===== src/rtl/store_narrow_buffer_pkg.sv =====
// store_narrow_buffer_pkg: shared store-path definitions.
// Size encodings, the queued entry layout {addr[31:2], wdata, be} and the
// narrowing/alignment helpers used when a store is accepted.
package store_narrow_buffer_pkg;

  typedef enum logic [1:0] {
    SZ_BYTE = 2'b00,
    SZ_HALF = 2'b01,
    SZ_WORD = 2'b10,
    SZ_RSVD = 2'b11
  } size_e;

  // One queued store: word address, lane-aligned data, byte enables.
  typedef struct packed {
    logic [29:0] addr;
    logic [31:0] wdata;
    logic [3:0]  be;
  } entry_t;

  localparam int EB_W = $bits(entry_t);  // 66

  // Replicate the narrowed value into every lane it could occupy and let the
  // byte enables pick the lane(s) that memory actually writes.
  function automatic entry_t align_store(input logic [31:0] addr,
                                         input logic [31:0] data,
                                         input logic [1:0]  size);
    entry_t e;
    e.addr = addr[31:2];
    case (size_e'(size))
      SZ_BYTE: begin
        e.wdata = {4{data[7:0]}};
        e.be    = 4'b0001 << addr[1:0];
      end
      SZ_HALF: begin
        e.wdata = {2{data[15:0]}};
        e.be    = addr[1] ? 4'b1100 : 4'b0011;
      end
      default: begin  // word and reserved encoding behave identically
        e.wdata = data;
        e.be    = 4'b1111;
      end
    endcase
    return e;
  endfunction

  // A half must sit on an even byte, a word (or reserved) on a word boundary.
  function automatic logic is_misaligned(input logic [1:0] addr_lo,
                                         input logic [1:0] size);
    logic bad;
    case (size_e'(size))
      SZ_BYTE: bad = 1'b0;
      SZ_HALF: bad = addr_lo[0];
      default: bad = (addr_lo != 2'b00);
    endcase
    return bad;
  endfunction

endpackage


===== src/rtl/store_narrow_buffer_if.sv =====
// store_narrow_buffer_if: request (from execute) and memory write-port
// handshakes of the store buffer. The buffer is the slave; the CPU/memory
// environment is the master.
interface store_narrow_buffer_if;
  import store_narrow_buffer_pkg::*;

  logic        req_valid;
  logic        req_ready;
  logic [31:0] req_addr;
  logic [31:0] req_data;
  logic [1:0]  req_size;

  logic        mem_valid;
  logic        mem_ready;
  logic [31:0] mem_addr;
  logic [31:0] mem_wdata;
  logic [3:0]  mem_be;

  modport master (
    output req_valid, req_addr, req_data, req_size, mem_ready,
    input  req_ready, mem_valid, mem_addr, mem_wdata, mem_be
  );

  modport slave (
    input  req_valid, req_addr, req_data, req_size, mem_ready,
    output req_ready, mem_valid, mem_addr, mem_wdata, mem_be
  );
endinterface


===== src/rtl/store_narrow_buffer_sync_fifo.sv =====
// sync_fifo: single-clock FIFO with registered storage and a head output
// taken straight from the storage registers (no write-to-read bypass).
// Pushes while full and pops while empty are ignored. Storage is reset so
// the head reads as zero out of reset.
module sync_fifo
  import store_narrow_buffer_pkg::*;
#(
  parameter int WIDTH = EB_W,
  parameter int DEPTH = 4
) (
  input  logic             Clk,
  input  logic             Clrn,
  input  logic             push,
  input  logic             pop,
  input  logic [WIDTH-1:0] din,
  output logic             full,
  output logic             empty,
  output logic [WIDTH-1:0] head
);

  localparam int PW = $clog2(DEPTH);

  logic [WIDTH-1:0] mem_reg [DEPTH];
  logic [PW-1:0]    wr_ptr_reg;
  logic [PW-1:0]    rd_ptr_reg;
  logic [PW:0]      count_reg;
  logic [PW:0]      count_next;
  logic             push_ok;
  logic             pop_ok;

  assign full    = (count_reg == (PW+1)'(DEPTH));
  assign empty   = (count_reg == '0);
  assign push_ok = push && !full;
  assign pop_ok  = pop && !empty;
  assign head    = mem_reg[rd_ptr_reg];

  // Occupancy: simultaneous push and pop leave the count unchanged.
  always_comb begin
    count_next = count_reg;
    case ({push_ok, pop_ok})
      2'b10:   count_next = count_reg + (PW+1)'(1);
      2'b01:   count_next = count_reg - (PW+1)'(1);
      default: count_next = count_reg;
    endcase
  end

  // Pointers wrap naturally at DEPTH (power of two) and count tracks occupancy.
  always_ff @(posedge Clk or negedge Clrn) begin
    if (!Clrn) begin
      wr_ptr_reg <= '0;
      rd_ptr_reg <= '0;
      count_reg  <= '0;
    end else begin
      if (push_ok) wr_ptr_reg <= wr_ptr_reg + PW'(1);
      if (pop_ok)  rd_ptr_reg <= rd_ptr_reg + PW'(1);
      count_reg <= count_next;
    end
  end

  // Each slot captures the incoming entry when it is the write target.
  generate
    for (genvar gi = 0; gi < DEPTH; gi++) begin : g_slot
      always_ff @(posedge Clk or negedge Clrn) begin
        if (!Clrn) begin
          mem_reg[gi] <= '0;
        end else if (push_ok && (wr_ptr_reg == PW'(gi))) begin
          mem_reg[gi] <= din;
        end
      end
    end
  endgenerate

endmodule


===== src/rtl/store_narrow_buffer.sv =====
// store_narrow_buffer: narrows a register value to byte/half/word, lane-aligns
// it with byte enables and queues it for the data-memory write port.
// Memory-side outputs come only from the FIFO head register, so there is no
// combinational path from the request side to the memory side.
// Optional macro MISALIGN_CHECK_EN: misaligned half/word requests are
// acknowledged but dropped, and 'misaligned' pulses for the following cycle.
module store_narrow_buffer
  import store_narrow_buffer_pkg::*;
#(
  parameter int DEPTH = 4
) (
  input  logic                    Clk,
  input  logic                    Clrn,
  store_narrow_buffer_if.slave    bus,
  output logic                    empty,
  output logic                    misaligned
);

  entry_t            req_entry;
  entry_t            head_entry;
  logic [EB_W-1:0]   head_bits;
  logic              full;
  logic              accept;
  logic              bad_req;
  logic              push;
  logic              pop;

  assign req_entry = align_store(bus.req_addr, bus.req_data, bus.req_size);

  assign bus.req_ready = !full;
  assign accept        = bus.req_valid && !full;
  assign push          = accept && !bad_req;
  assign pop           = bus.mem_valid && bus.mem_ready;

  sync_fifo #(
    .WIDTH (EB_W),
    .DEPTH (DEPTH)
  ) u_fifo (
    .Clk   (Clk),
    .Clrn  (Clrn),
    .push  (push),
    .pop   (pop),
    .din   (req_entry),
    .full  (full),
    .empty (empty),
    .head  (head_bits)
  );

  assign head_entry    = entry_t'(head_bits);
  assign bus.mem_valid = !empty;
  assign bus.mem_addr  = {head_entry.addr, 2'b00};
  assign bus.mem_wdata = head_entry.wdata;
  assign bus.mem_be    = head_entry.be;

`ifdef MISALIGN_CHECK_EN
  logic misaligned_reg;

  assign bad_req    = is_misaligned(bus.req_addr[1:0], bus.req_size);
  assign misaligned = misaligned_reg;

  // Flag each acknowledged-but-dropped request for exactly the next cycle.
  always_ff @(posedge Clk or negedge Clrn) begin
    if (!Clrn) begin
      misaligned_reg <= 1'b0;
    end else begin
      misaligned_reg <= accept && bad_req;
    end
  end
`else
  assign bad_req    = 1'b0;
  assign misaligned = 1'b0;
`endif

endmodule


===== src/flat_wrapper.sv =====
// flat-port wrapper written by rule: the top's interface ports become plain ports
module store_narrow_buffer_flat import store_narrow_buffer_pkg::*;
#(
  parameter int DEPTH = 4
)
  (Clk, Clrn, empty, misaligned, bus_req_valid, bus_req_addr, bus_req_data, bus_req_size, bus_mem_ready, bus_req_ready, bus_mem_valid, bus_mem_addr, bus_mem_wdata, bus_mem_be);
  store_narrow_buffer_if bus_i ();
  input  logic Clk;
  input  logic Clrn;
  output logic empty;
  output logic misaligned;
  input wire logic [$bits(bus_i.req_valid)-1:0] bus_req_valid;
  input wire logic [$bits(bus_i.req_addr)-1:0] bus_req_addr;
  input wire logic [$bits(bus_i.req_data)-1:0] bus_req_data;
  input wire logic [$bits(bus_i.req_size)-1:0] bus_req_size;
  input wire logic [$bits(bus_i.mem_ready)-1:0] bus_mem_ready;
  output wire logic [$bits(bus_i.req_ready)-1:0] bus_req_ready;
  output wire logic [$bits(bus_i.mem_valid)-1:0] bus_mem_valid;
  output wire logic [$bits(bus_i.mem_addr)-1:0] bus_mem_addr;
  output wire logic [$bits(bus_i.mem_wdata)-1:0] bus_mem_wdata;
  output wire logic [$bits(bus_i.mem_be)-1:0] bus_mem_be;
  assign bus_i.req_valid = bus_req_valid;
  assign bus_i.req_addr = bus_req_addr;
  assign bus_i.req_data = bus_req_data;
  assign bus_i.req_size = bus_req_size;
  assign bus_i.mem_ready = bus_mem_ready;
  assign bus_req_ready = bus_i.req_ready;
  assign bus_mem_valid = bus_i.mem_valid;
  assign bus_mem_addr = bus_i.mem_addr;
  assign bus_mem_wdata = bus_i.mem_wdata;
  assign bus_mem_be = bus_i.mem_be;
  store_narrow_buffer #(.DEPTH(DEPTH)) u_core (.Clk(Clk), .Clrn(Clrn), .bus(bus_i), .empty(empty), .misaligned(misaligned));
endmodule

===== config.mk =====
export PLATFORM = sky130hd
export DESIGN_NAME = store_narrow_buffer_flat
export DESIGN_NICKNAME = d
export VERILOG_FILES = /design/src/rtl/store_narrow_buffer_pkg.sv /design/src/rtl/store_narrow_buffer_if.sv /design/src/rtl/store_narrow_buffer_sync_fifo.sv /design/src/rtl/store_narrow_buffer.sv /design/src/flat_wrapper.sv
export SDC_FILE = /design/constraint.sdc
export NUM_CORES = 1
export LEC_CHECK = 0
export BUFFER_PORTS_ARGS = -buffer_cell sky130_fd_sc_hd__buf_2
export CORE_MARGIN = 4
export CORE_UTILIZATION = 35
export CTS_CLUSTER_SIZE = 28
export DETAILED_ROUTE_END_ITERATION = 8
export GPL_TIMING_DRIVEN = 0
export SYNTH_ARGS = -nofsm -noshare
export SYNTH_HDL_FRONTEND = slang
export SYNTH_HIERARCHICAL = 1
export SYNTH_SLANG_ARGS = --single-unit

===== constraint.sdc =====
create_clock -name Clk -period 3.3 [get_ports Clk]
set_input_delay 0.66 -clock Clk [delete_from_list [all_inputs] [get_ports Clk]]
set_output_delay 0.66 -clock Clk [all_outputs]
set_load 0.02 [all_outputs]

; ---- Yosys cells after proc, flatten, opt, wreduce, memory -nomap -nowiden
; Index checks and enable logic that the tools add are counted.
[totals]
inputBits = 70
regBits = 271
[op_classes]
order_cmp = 1
muxes = 6
reduce_logical = 14
eq_ne = 7
n_shift = 1
bitwise_logic = 1
n_addsub = 4
[ops]
columns = operator, count
row1 = binary-select mux 66 bit (select 2 bit), 1
row2 = 2-to-1 mux 66 bit, 2
row3 = one-hot mux 36 bit (2 select lines), 1
row4 = logical AND 1 bit, 8
row5 = "equality test 2 x 1 -> 1 bit, second input constant", 3
row6 = "equality test 2 bit, second input constant", 3
row7 = one-hot mux 3 bit (2 select lines), 1
row8 = "adder 2 x 1 -> 2 bit, second input constant", 2
row9 = zero test 2 bit, 2
row10 = 2-to-1 mux 4 bit, 1
row11 = "<< shifter 1 x 2 -> 4 bit, first input constant", 1
row12 = "adder 3 x 1 -> 3 bit, second input constant", 1
row13 = "equality test 3 bit, second input constant", 1
row14 = "greater-or-equal comparator 3 bit, second input constant", 1
row15 = zero test 3 bit, 1
row16 = NOT 2 -> 3 bit, 1
row17 = "subtractor 3 x 1 -> 3 bit, second input constant", 1
row18 = zero test 1 bit, 2
row19 = nonzero test 2 bit, 1

; ---- Logic depth before layout (Yosys ltp)
[logic_depth]
word_depth = 6
mapped_depth = 9
depth_no_buf = 9

; ---- Cells and area by module
; The synthesis kept the hierarchy.
[by_module_without_submodules]
columns = module, seq_area_each_um2, area_each_um2, n_inst, cells_each
row1 = sync_fifo, 6781.5, 11828.8, 1, 677
row2 = store_narrow_buffer, 0.0, 518.0, 1, 60

; ---- Least setup slack after synthesis
; Ideal clock, no wire load.
[synth_timing]
path_kind = register to output
from = register u_core.u_fifo.rd_ptr_reg[0]
to = output port bus_mem_addr[15]
slack_ps = 1086
n_path_buf = 3
arrival_time_ps = 1554
required_ps = 2640
stages_incl_launch_ff = 5
path_cell_list = dfrtp_1 -> clkbuf_1 -> buf_4 -> buf_2 -> mux4_2
[synth_between]
elab_chain_len = 4
[synth_rtl]
columns = element, line
row1 = start: declaration, store_narrow_buffer_sync_fifo.sv:25  ; logic [PW-1:0] rd_ptr_reg;
row2 = start signal: assignment, store_narrow_buffer_sync_fifo.sv:55  ; if (pop_ok) rd_ptr_reg <= rd_ptr_reg + PW'(1);
row3 = NOT 2 -> 3 bit (not written as such), store_narrow_buffer_sync_fifo.sv:35  ; assign head = mem_reg[rd_ptr_reg];
row4 = binary-select mux 66 bit (select 2 bit), store_narrow_buffer_sync_fifo.sv:35
row5 = 2-to-1 mux 66 bit (not written as such) (2 in series), store_narrow_buffer_sync_fifo.sv:35
row6 = end: declaration, flat_wrapper.sv:19  ; output wire logic [$bits(bus_i.mem_addr)-1:0] bus_mem_addr;
; No other way between the ends. The select of a mux whose other input is x is not followed.

; ---- Final worst setup path
[layout_timing]
from = register u_core.u_fifo.rd_ptr_reg[0]
to = output port bus_mem_addr[6]
; The elaborated chain is that of the path after synthesis.

==> impl_results.md <==
- Crit path DAT: 2350 ps
- Post-synth EDFFs: 0
- Placed cell count: 1334
- CP most frequent cell: buf_4
- Mapped Avg Cell Area: 16.8 um^2
- Max Fclk: 333 MHz
- Crit path max fanout: 10
- Max FFs per register: 264
- Clock sinks: 271
- Initial core utilization: 0.356
- Clk_lat worst skew: 580 ps
- Mapped cell area: 12300 um^2
- Most frequent cells after synthesis: mux2_2, dfrtp_1, mux4_2
- Post-CTS Resized: 4
- Peak per-stage delay on the critical path: 550 ps
- Rows: 68
- Pleak: 6.26 nW
- Post-synthesis instance total: 737
- Max Cap Viol: 0
- Fin. Hold Viols: 0
- Number of H-tree levels: 1
- Fillers: 3201
- Hold buffer count at cts: 0
- Pwr dens: 1120 nW/um^2
- Min setup slack post-route: 294 ps
- Post-CTS setup buffers: 0
- DR vias: 6858
- Max-slew headroom: 0.515
- Post-synth ARST share: 1.00
- First DRT Iteration DRCs: 202
- PortBufs: 138
- # setup viols final: 0
- Tightest Hold Check Type: in -> async
- Vias in the first global route: 7563
- Max VDD drop: 0.000558 V
- CP top delay family: buffers and inverters
- Initial antenna violation count: 0
- Setup Crit Path Kind: reg -> out
- CP Capture Type: primary output
- Unrepaired setup endpoints after global routing: no
- Synthesized flop and latch total: 271
- # diodes: 0
- Fraction of final layout cells sized beyond drive strength 1: 0.628
- Crit-path cells: buf_4 -> buf_4 -> mux4_2 -> buf_2
- Overflow after GRT: 0
- Cts bufs inserted: 31
- Die Width: 196 um
- All-layer global routing usage: 0.151
- Wire length of the first global-routing pass: 45800 um
- Worst clock skew: 35.6 ps
- Post-synthesis sequential area ratio: 0.549
- Synth top area share: 0.549
- Area delta synth->final: 18.5%
- Largest net degree at the start of global routing: 113
- Final Max Slew Viols: 0
- Most frequent cell after synthesis: mux2_2
- Crit path time final: 3010 ps
- Crit path buf inv count: 3
- CORE AREA: 34700 um^2
- Worst Tran Pin Value: 728 ps
- Synth area leaders: dfrtp_1, mux2_2, mux4_2
- Syn. warnings: 6
- Post-layout nets: 987
- Post-Layout Cell Count: 1385
- Root buffer cell: clkbuf_16
- Drt first pass iters: 4
- Outcome: complete, no violations
- Critical path required time: 2640 ps
- WL/cell: 20.5 um
- Cell variety after synth: 28
- Die ar.: 38300 um^2
- ANT nets after route: 0
- Routed WL: 28400 um
- Synth area leader: dfrtp_1
- Ys flop type: dfrtp_1
- Crit start category: register
- Drt via density: 4.95
- Hpwl dp: 19200 um
- Final Util: 0.421
- Fin crit share: 0.911
- # IOs: 142
- Placed instance area: 13700 um^2
- TritonCTS clock tree: yes
- Setup TNS: 0 ps
- Final instance area: 14600 um^2
- Clk slew on worst S/H paths: 60 ps
- Setup slack at placement: 506 ps
- Worst path slowest cell: mux4_2
- Clock Path Buffers: 3
- Die Y: 196 um
- Remaining DRCs: 0
- GPL Wtd Cong: 0.730
[cells by family after synthesis]
family / Yosys count / share of synthesized area
other: 1 / 0.000304
buffers and inverters: 58 / 0.0355
DFF: 271 / 0.549
xor gates and xnor gates: 6 / 0.00426
muxes: 356 / 0.384
adders and majority gates: 6 / 0.00669
and+or+nand+nor: 26 / 0.0112
AOI/OAI and AO/OA: 13 / 0.00882
[where the power goes]
part | switching, mW | internal, mW
Combinational | 3.49 | 3.85
Sequential | 0.822 | 5.04
Clock | 1.32 | 1.94
[path summary, 6_finish.rpt]
check | cells past startpoint | slack (ps) | end | from
setup / recovery | 4 | 290 | bus_mem_addr[6] | u_core/u_fifo/rd_ptr_reg[0]$_DFFE_PN0P_
hold / removal | 1 | 20 | u_core/u_fifo/mem_reg[79]$_DFFE_PN0P_ | Clrn
setup reg to reg | 9 | 900 | u_core/u_fifo/count_reg[2]$_DFFE_PN0P_ | u_core/u_fifo/count_reg[0]$_DFFE_PN0P_
hold reg to reg | 1 | 500 | u_core/u_fifo/mem_reg[108]$_DFFE_PN0P_ | u_core/u_fifo/mem_reg[108]$_DFFE_PN0P_
max in group asynchronous | 2 | 2340 | u_core/u_fifo/mem_reg[45]$_DFFE_PN0P_ | Clrn
min in group Clk | 2 | 360 | u_core/u_fifo/mem_reg[239]$_DFFE_PN0P_ | bus_req_addr[7]
[worst register-to-register path: stages, from the launching register on]
cell	delay, ps
dfrtp_1	450
nor3b_4	400
nor2b_1	180
nand2b_1	230
ha_1	220
inv_1	60
fa_1	370
xor2_1	150
nor2_1	120
xor2_1	150
[metrics by stage]
step	total power, mW	hold slack (ps)
6_report	16.5	18.5
5_1_grt	17.5	54.9
4_1_cts	16.7	29.4
3_5_place_dp	13.4	490
3_3_place_gp	13.2	483
2_1_floorplan	11.2	364
[cells in the final DEF (no fill, tap or decap), types with 2 or more instances in the layout]
master	Yosys	routed
mux4_2	66	66
buf_8	1	2
dfrtp_1	271	271
clkbuf_1	2	13
mux2i_1	9	9
a21o_1	2	2
xnor2_1	3	3
mux2_2	281	281
o21ai_2	8	8
clkbuf_8	0	3
nor2_1	6	6
buf_2	14	153
conb_1	1	3
buf_1	5	2
bufinv_16	0	2
nand2_1	13	13
xor2_1	3	3
inv_1	8	8
nor2b_1	2	2
clkbuf_16	0	31
buf_16	0	2
ha_1	5	5
buf_4	5	6
o21bai_1	2	2
buf_6	23	23
clkinv_2	0	2
[layer usage]
metal	track usage	part of all wire	routed length [um]
met1	0.220	0.47	13400
met2	0.240	0.48	13600
met3	0.0247	0.031	891
met4	0.0287	0.019	528
met5	0	0	0
[cell type report]
type                    instances  area [um^2]  share of cell area
well taps                     455          569              0.0389
multi-input cells             410         5130               0.351
inverters                       8         30.0             0.00205
flip-flops and latches        271         6780               0.464
clock inverters                 6         86.3             0.00590
clock buffers                  46          862              0.0589
repair buffers                140          756              0.0517
plain buffers                  49          410              0.0281
Note: power is estimated with default switching activity, not from simulation.
